--- src/rtl/serial_adder_pkg.sv ---
// rtl/serial_adder_pkg.sv - shared types and pin indices for the bit-serial adder tile
package serial_adder_pkg;

  typedef enum logic [1:0] {
    IDLE = 2'd0,
    RUN  = 2'd1,
    DONE = 2'd2
  } state_t;

  // uio_in strobe positions
  localparam int BIT_LOAD_A  = 0;
  localparam int BIT_LOAD_B  = 1;
  localparam int BIT_START   = 2;
  localparam int BIT_CLR_ERR = 3;

  // uio_out status positions
  localparam int BIT_CARRY   = 4;
  localparam int BIT_BUSY    = 5;
  localparam int BIT_DONE    = 6;
  localparam int BIT_ERR     = 7;

  // Upper nibble of uio drives status, lower nibble receives strobes
  localparam logic [7:0] UIO_OE = 8'hF0;

endpackage

--- src/rtl/serial_add_core.sv ---
// rtl/serial_add_core.sv - LSB-first serial datapath: operand shifters, carry flop, counter, accumulator
module serial_add_core
  import serial_adder_pkg::*;
#(
  parameter int WIDTH = 8
) (
  input  logic             clk,
  input  logic             rst_n,
  input  logic             load,
  input  logic             go,
  input  logic [WIDTH-1:0] a_in,
  input  logic [WIDTH-1:0] b_in,
  output logic [WIDTH-1:0] acc_next,
  output logic             carry_next,
  output logic             last
);

  // Counter is fixed at 3 bits: WIDTH never exceeds 8, so it never needs to hold more than 7
  localparam logic [2:0] LAST_CNT = 3'(WIDTH - 1);

  logic [WIDTH-1:0] a_sr;
  logic [WIDTH-1:0] b_sr;
  logic [WIDTH-1:0] acc;
  logic             carry;
  logic [2:0]       cnt;
  logic             sum_bit;

  // One full-adder step built from the half-adder XOR/AND pair plus the registered carry
  always_comb begin
    sum_bit    = a_sr[0] ^ b_sr[0] ^ carry;
    carry_next = (a_sr[0] & b_sr[0]) | (carry & (a_sr[0] ^ b_sr[0]));
    acc_next   = {sum_bit, acc[WIDTH-1:1]};
    last       = go && (cnt == LAST_CNT);
  end

  // Load seeds a fresh add; go advances one bit per clock
  always_ff @(posedge clk or negedge rst_n) begin
    if (!rst_n) begin
      a_sr  <= '0;
      b_sr  <= '0;
      acc   <= '0;
      carry <= 1'b0;
      cnt   <= 3'd0;
    end else if (load) begin
      a_sr  <= a_in;
      b_sr  <= b_in;
      acc   <= '0;
      carry <= 1'b0;
      cnt   <= 3'd0;
    end else if (go) begin
      a_sr  <= a_sr >> 1;
      b_sr  <= b_sr >> 1;
      acc   <= acc_next;
      carry <= carry_next;
      cnt   <= cnt + 3'd1;
    end
  end

endmodule

--- src/rtl/tt_um_serial_adder_christ.sv ---
// rtl/tt_um_serial_adder_christ.sv - TinyTapeout tile: strobe-loaded operands, serial add, held sum and carry
module tt_um_serial_adder_christ
  import serial_adder_pkg::*;
#(
  parameter int WIDTH = 8
) (
  input  logic       clk,
  input  logic       rst_n,
  input  logic       ena,
  input  logic [7:0] ui_in,
  input  logic [7:0] uio_in,
  output logic [7:0] uio_out,
  output logic [7:0] uio_oe,
  output logic [7:0] uo_out
);

  state_t           state;
  logic [3:0]       pin_r;
  logic [3:0]       pin_q;
  logic [3:0]       rise;
  logic [WIDTH-1:0] op_a;
  logic [WIDTH-1:0] op_b;
  logic [7:0]       sum_q;
  logic             carry_q;
  logic             err;
  logic             any_load;
  logic             start_ok;
  logic             err_set;
  logic [WIDTH-1:0] acc_next;
  logic             carry_next;
  logic             core_last;
  logic             unused_ok;

  assign unused_ok = &{1'b0, ena, uio_in[7:4], ui_in};

  // Register strobes once, then keep a delayed copy so a level-high strobe fires once
  always_ff @(posedge clk or negedge rst_n) begin
    if (!rst_n) begin
      pin_r <= 4'd0;
      pin_q <= 4'd0;
    end else begin
      pin_r <= uio_in[3:0];
      pin_q <= pin_r;
    end
  end

  // Decode edges into accepted commands and error events
  always_comb begin
    rise     = pin_r & ~pin_q;
    any_load = rise[BIT_LOAD_A] | rise[BIT_LOAD_B];
    start_ok = (state != RUN) && rise[BIT_START] && !any_load;
    err_set  = ((state == RUN) && (any_load || rise[BIT_START])) ||
               ((state != RUN) && any_load && rise[BIT_START]);
  end

  serial_add_core #(.WIDTH(WIDTH)) u_core (
    .clk        (clk),
    .rst_n      (rst_n),
    .load       (start_ok),
    .go         (state == RUN),
    .a_in       (op_a),
    .b_in       (op_b),
    .acc_next   (acc_next),
    .carry_next (carry_next),
    .last       (core_last)
  );

  // Control FSM: operand capture, run sequencing, result latch and sticky error
  always_ff @(posedge clk or negedge rst_n) begin
    if (!rst_n) begin
      state   <= IDLE;
      op_a    <= '0;
      op_b    <= '0;
      sum_q   <= 8'd0;
      carry_q <= 1'b0;
      err     <= 1'b0;
    end else begin
      case (state)
        IDLE, DONE: begin
          if (rise[BIT_LOAD_A]) op_a <= ui_in[WIDTH-1:0];
          if (rise[BIT_LOAD_B]) op_b <= ui_in[WIDTH-1:0];
          if (any_load)      state <= IDLE;
          else if (start_ok) state <= RUN;
        end
        RUN: begin
          if (core_last) begin
            state   <= DONE;
            sum_q   <= 8'(acc_next);
            carry_q <= carry_next;
          end
        end
        default: state <= IDLE;
      endcase
      // A set event outranks any clear arriving on the same edge
      if (err_set)                       err <= 1'b1;
      else if (start_ok || rise[BIT_CLR_ERR]) err <= 1'b0;
    end
  end

  // Status pins decode directly from registered state
  always_comb begin
    uio_out              = 8'd0;
    uio_out[BIT_CARRY]   = carry_q;
    uio_out[BIT_BUSY]    = (state == RUN);
    uio_out[BIT_DONE]    = (state == DONE);
    uio_out[BIT_ERR]     = err;
    uio_oe               = UIO_OE;
    uo_out               = sum_q;
  end

endmodule
--- config.mk ---
export PLATFORM = sky130hd
export DESIGN_NAME = tt_um_serial_adder_christ
export DESIGN_NICKNAME = d
export VERILOG_FILES = /design/src/rtl/serial_adder_pkg.sv /design/src/rtl/serial_add_core.sv /design/src/rtl/tt_um_serial_adder_christ.sv
export SDC_FILE = /design/constraint.sdc
export NUM_CORES = 1
export LEC_CHECK = 0
export CAP_MARGIN = 10
export CORE_MARGIN = 3
export CORE_UTILIZATION = 50
export DETAILED_ROUTE_END_ITERATION = 16
export PLACE_DENSITY = 0.75
export REMOVE_ABC_BUFFERS = 1
export SLEW_MARGIN = 0
export SYNTH_ARGS = -nofsm -noshare
export SYNTH_HDL_FRONTEND = slang
export SYNTH_SLANG_ARGS = --single-unit
--- constraint.sdc ---
create_clock -name clk -period 1.82 [get_ports clk]
set_clock_uncertainty 0.1 [all_clocks]
set_input_delay 0.364 -clock clk [delete_from_list [all_inputs] [get_ports clk]]
set_output_delay 0.364 -clock clk [all_outputs]
set_load 0.05 [all_outputs]
# --- Yosys cells after proc, flatten, opt, wreduce, memory -nomap -nowiden ---
# Index checks and enable logic that the tools add are counted.
word_totals:
  ff_bits: 64
  input_bits: 19
  output_inout_bits: 24
  wordCells: 62
classes:
  n_addsub: 1
  eq_ne: 6
  n_mux: 16
  bitwise: 8
  n_reduce_logical: 18
op_table:
  columns: ["op", "n"]
  rows:
  - ["8-bit 2-to-1 mux", 6]
  - ["2-bit AND reduction", 4]
  - ["1-bit logical AND", 6]
  - ["2-bit 2-to-1 mux", 3]
  - ["3-bit 2-to-1 mux", 2]
  - ["4-bit bitwise AND", 1]
  - ["1-bit 2-to-1 mux", 4]
  - ["4-bit inverter", 1]
  - ["2-bit one-hot mux with 2 select lines", 1]
  - ["2-bit nonzero test", 2]
  - ["3-bit by 1-bit adder with 3-bit output (second input constant)", 1]
  - ["3-bit equality test (second input constant)", 1]
  - ["1-bit logical OR", 3]
  - ["3-bit inequality test (second input constant)", 1]
  - ["1-bit bitwise AND", 2]
  - ["2-bit by 1-bit equality test with 1-bit output (second input constant)", 1]
  - ["2-bit equality test (second input constant)", 1]
  - ["2-bit zero test", 1]
  - ["2-bit by 1-bit inequality test with 1-bit output (second input constant)", 1]
  - ["2-bit inequality test (second input constant)", 1]
  - ["1-bit OR", 2]
  - ["2-bit OR reduction", 1]
  - ["1-bit bitwise XOR", 2]
  - ["1-bit zero test", 1]

# --- Logic depth before layout (Yosys ltp) ---
depth:
  ltp_word: 8
  ltp_mapped: 7
  mapped_depth_nobuf: 4

# --- By module ---
# Synthesis repeated with hierarchy kept, for this count alone.
hier_totals:
  cells_unflattened: 206
  hier_area_um2: 2703.8
modules_own_cells:
  columns: ["module", "n_inst", "cells_each", "area_per_inst_um2", "seq_area_each_um2"]
  rows:
  - ["tt_um_serial_adder_christ", 1, 97, 1462.7, 900.9]
  - ["serial_add_core", 1, 109, 1241.2, 675.6]

# --- Worst setup path after synthesis ---
# OpenSTA, ideal clock, no wires.
synth_timing:
  path_type: "reg-to-output"
  start: "reg state[1]"
  end: "out uio_out[5]"
  arrival_time_ns: 1.108
  required_ns: 1.356
  setup_slack_ns: 0.248
  stages_incl_launch_ff: 7
  n_path_buf: 4
  cell_sequence: "dfrtp_1 nand2b_1 buf_6 inv_6 buf_6 buf_6 buf_4"
synth_via:
  elab_chain_cells: 1
synth_rtl:
  columns: ["element", "line_no", "text"]
  rows:
  - ["start: declaration", "tt_um_serial_adder_christ.sv:17", "state_t state;"]
  - ["start signal: assignment", "tt_um_serial_adder_christ.sv:71", "state <= IDLE;"]
  - ["start signal: assignment", "tt_um_serial_adder_christ.sv:82", "if (any_load) state <= IDLE;"]
  - ["start signal: assignment", "tt_um_serial_adder_christ.sv:83", "else if (start_ok) state <= RUN;"]
  - ["2-bit by 1-bit equality test with 1-bit output", null, null]
  - ["end: declaration", "tt_um_serial_adder_christ.sv:12", "output logic [7:0] uio_out,"]
# No other way between the ends.

# --- Final worst setup path ---
layout_timing:
  start: "reg state[1]"
  end: "out uio_out[5]"
layout_via:
  elab_chain_cells: 1
layout_rtl:
  columns: ["element", "line_no", "text"]
  rows:
  - ["2-bit by 1-bit equality test with 1-bit output", "tt_um_serial_adder_christ.sv:104", "uio_out[BIT_BUSY] = (state == RUN);"]
# No other way between the ends.

==> results.cfg <==
[setup_path]
endpoint_kind = primary output
path_delay_family = flip-flops
max_stage_delay_ns = 0.37
cp_num_buf_inv = 2
crit_chain = nand2b_2 > bufinv_16 > buf_12
start_kind = flop
arrival_ns = 1.29
r2r_slack_ns = 0.09
crit_slowest_cell = dfrtp_1
timing.setup.critical_path_class = flop to primary output
crit_fanout = 3
crit_required_ns = 1.36

[clock_network]
clock_latency_ns = 0.34
clock_sinks = 63
clk_pin_slew_ns = 0.06
cts_root_buf = clkbuf_8
cts_max_level = 3
cts_tree = built
cts_buffer_depth = 2
cts_made_buffers = 9

[place]
port_buffers = 25
place_congestion = 0.720
dpl_cell_area_um2 = 3070
place_hpwl_um = 3300

[layout]
diodes = 0
utilization_pct = 61.9
multi_input_area_um2 = 1090
synthToLayoutAreaGrowth_pct = 15.5
final_net_count = 287
regArea_um2 = 1580
final_layout_size_suffix_gt1_share_pct = 26.1
nFillCells = 458
stdcell_area_um2 = 3280

[power_and_ir_drop]
powerDensity_nw_per_um2 = 1590
peakVddDrop_uv = 829
p_total_w = 0.00522
power.leakage_nw = 1.47

[synth]
avgSynthCellArea_um2 = 11.9
syn-cell-area_um2 = 2840
ys_top_cells_by_area = dfrtp_1, nand2_1, mux2_2
yosys.area.top_type = dfrtp_1
syn_inst = 239
synth_top_area_share_pct = 55.4
ys_warn_count = 0
synth-seq-cells = 63
yosysUniqueCellTypes = 33
yosysSeqAreaShare_pct = 55.4

[status]
status = finished, final reports clean

[hold_path]
hold_path_class = flop to flop

[grt]
grt_pass1_vias = 1762
grt_max_degree = 42
grt_overflow = 0
grt_util_all_layers_pct = 17.2
grt_pass1_wl_um = 8400
antenna_found_initial = 0

[timing]
grt_setup_unrepaired = no
fmax_mhz = 571
setup_violations = 0
period_minus_slack_ns = 1.75
finalCritPeriodShare_pct = 96.3
slew_violations = 0
finalHoldViolCount = 0

[floorplan]
pin_count = 43
coreArea_um2 = 5300
die_y_um = 81.4
die_w_um = 81.4
die_area_um2 = 6630
row_count = 26
start_util_pct = 53.6

[routing]
drt-pass1-iter-count = 4
wire_per_inst_um = 15.3
drt-initial-drc-count = 113
avgViaCountPerCell = 5.51
vias = 1863
route.detailed.drc = 0
ant_nets = 0
drt-total-wl_um = 5180

[flow_run]
cap_violations = 0
==> layout by cell type, fill, tap and decap left out, types with 2 or more instances in the layout <==
master / synthesis / routed
clkdlybuf4s50_1: 0 / 12
o211ai_1: 14 / 14
o311ai_1: 2 / 2
nand2b_4: 3 / 3
o21ai_0: 12 / 12
and2b_1: 2 / 2
buf_12: 0 / 3
clkbuf_8: 0 / 11
clkbuf_1: 1 / 2
o311ai_0: 13 / 13
dfrtp_1: 63 / 62
nand2_1: 49 / 49
ha_1: 2 / 2
buf_4: 15 / 17
o31ai_1: 2 / 2
conb_1: 2 / 12
mux2_2: 16 / 16
nand4_1: 3 / 3
nor2_2: 2 / 2
nor2b_1: 2 / 2
mux2_4: 9 / 9
a21oi_1: 2 / 2
==> synthesized netlist by cell type <==
cell and count:
a21oi_1 2, a31oi_1 1, and2b_1 2, buf_2 10, buf_4 15, buf_6 3, clkbuf_1 1, clkbuf_2 1
conb_1 2, dfrtp_1 63, fa_1 1, ha_1 2, inv_1 1, inv_6 1, mux2_2 16, mux2_4 9
nand2_1 49, nand2_8 1, nand2b_1 1, nand2b_4 3, nand3_2 1, nand4_1 3, nor2_2 2, nor2b_1 2
nor3_4 1, nor4_1 1, o211ai_1 14, o21ai_0 12, o21ai_1 1, o22ai_1 1, o311ai_0 13, o311ai_1 2
o31ai_1 2
==> worst reg2reg max path: stages, from the launching register on <==
cell       delay, ns
dfrtp_1         0.37
nand2b_2        0.25
bufinv_16       0.22
buf_4           0.23
nand2_8         0.13
mux2_4          0.32
==> timing repair <==
action | in CTS | in global routing
endpoints found under the hold margin | 10 | 0
gates cloned | 0 | 1
hold buffers | 1 | 0
setup buffers | 0 | 1
endpoints found under the setup margin | 1 | 1
resized for setup | 2 | 2
==> per-layer routing <==
layer  global-route usage (%)  vias to the layer above  wire length (um)
li1                         -                      877                 -
met1                     20.3                      936              2210
met2                     28.7                       47              2650
met3                     6.58                        3               282
met4                     6.08                        0                29
met5                        0                        -                 0
==> worst paths after layout <==
path,startpoint,endpoint,cells after the start
max in group asynchronous,rst_n,uo_out[7],3
worst min-delay path,pin_r[3],pin_q[3],0
worst min register to register,pin_r[3],pin_q[3],0
min in group asynchronous,rst_n,u_core.acc[1],2
worst max register to register,state[1],uo_out[7],5
worst max-delay path,state[1],uio_out[5],3
==> layout make-up <==
class                           instances  area share [%]
Clock buffer                           13            4.84
Clock inverter                          1           0.152
Inverter                                2            1.03
Multi-Input combinational cell        154            33.2
Sequential cell                        63            48.0
Tap cell                               70            2.67
Timing Repair Buffer                   34            9.83
Timing Repair inverter                  1           0.267
==> through the flow <==
| step | hold WS, ns | instances | worst slack (ns) | TNS, ns |
|---|---|---|---|---|
| after floorplan | -0.0316 | 219 | -0.345 | -4.95 |
| after global placement | 0.160 | 321 | 0.316 | 0 |
| after detailed placement | 0.162 | 321 | 0.286 | 0 |
| after CTS | 0.274 | 336 | 0.00387 | 0 |
| after global routing | 0.297 | 338 | 0.0126 | 0 |
| final | 0.276 | 338 | 0.0674 | 0 |
==> cells by family after synthesis <==
logic type | synth area share, %
compound gates | 11.9
fa+ha+maj | 1.58
buf+inv | 7.65
flops | 55.4
mux | 11.1
other cells | 0.264
simple gates | 12.1
==> sequential cells by signal (all words and copies together), names as in the netlist, 2 cells and up <==
name         flops
op_a             8
op_b             8
u_core.a_sr      8
u_core.b_sr      8
uo_out           8
u_core.acc       7
pin_q            4
pin_r            4
u_core.cnt       3
state            2
==> power breakdown <==
group | internal (W) | leakage [nW] | switching (W)
Sequential | 0.00190 | 0.797 | 0.000295
Clock | 0.000552 | 0.0854 | 0.000478
Combinational | 0.000838 | 0.592 | 0.00115
Note: power is estimated with default switching activity, not from simulation.
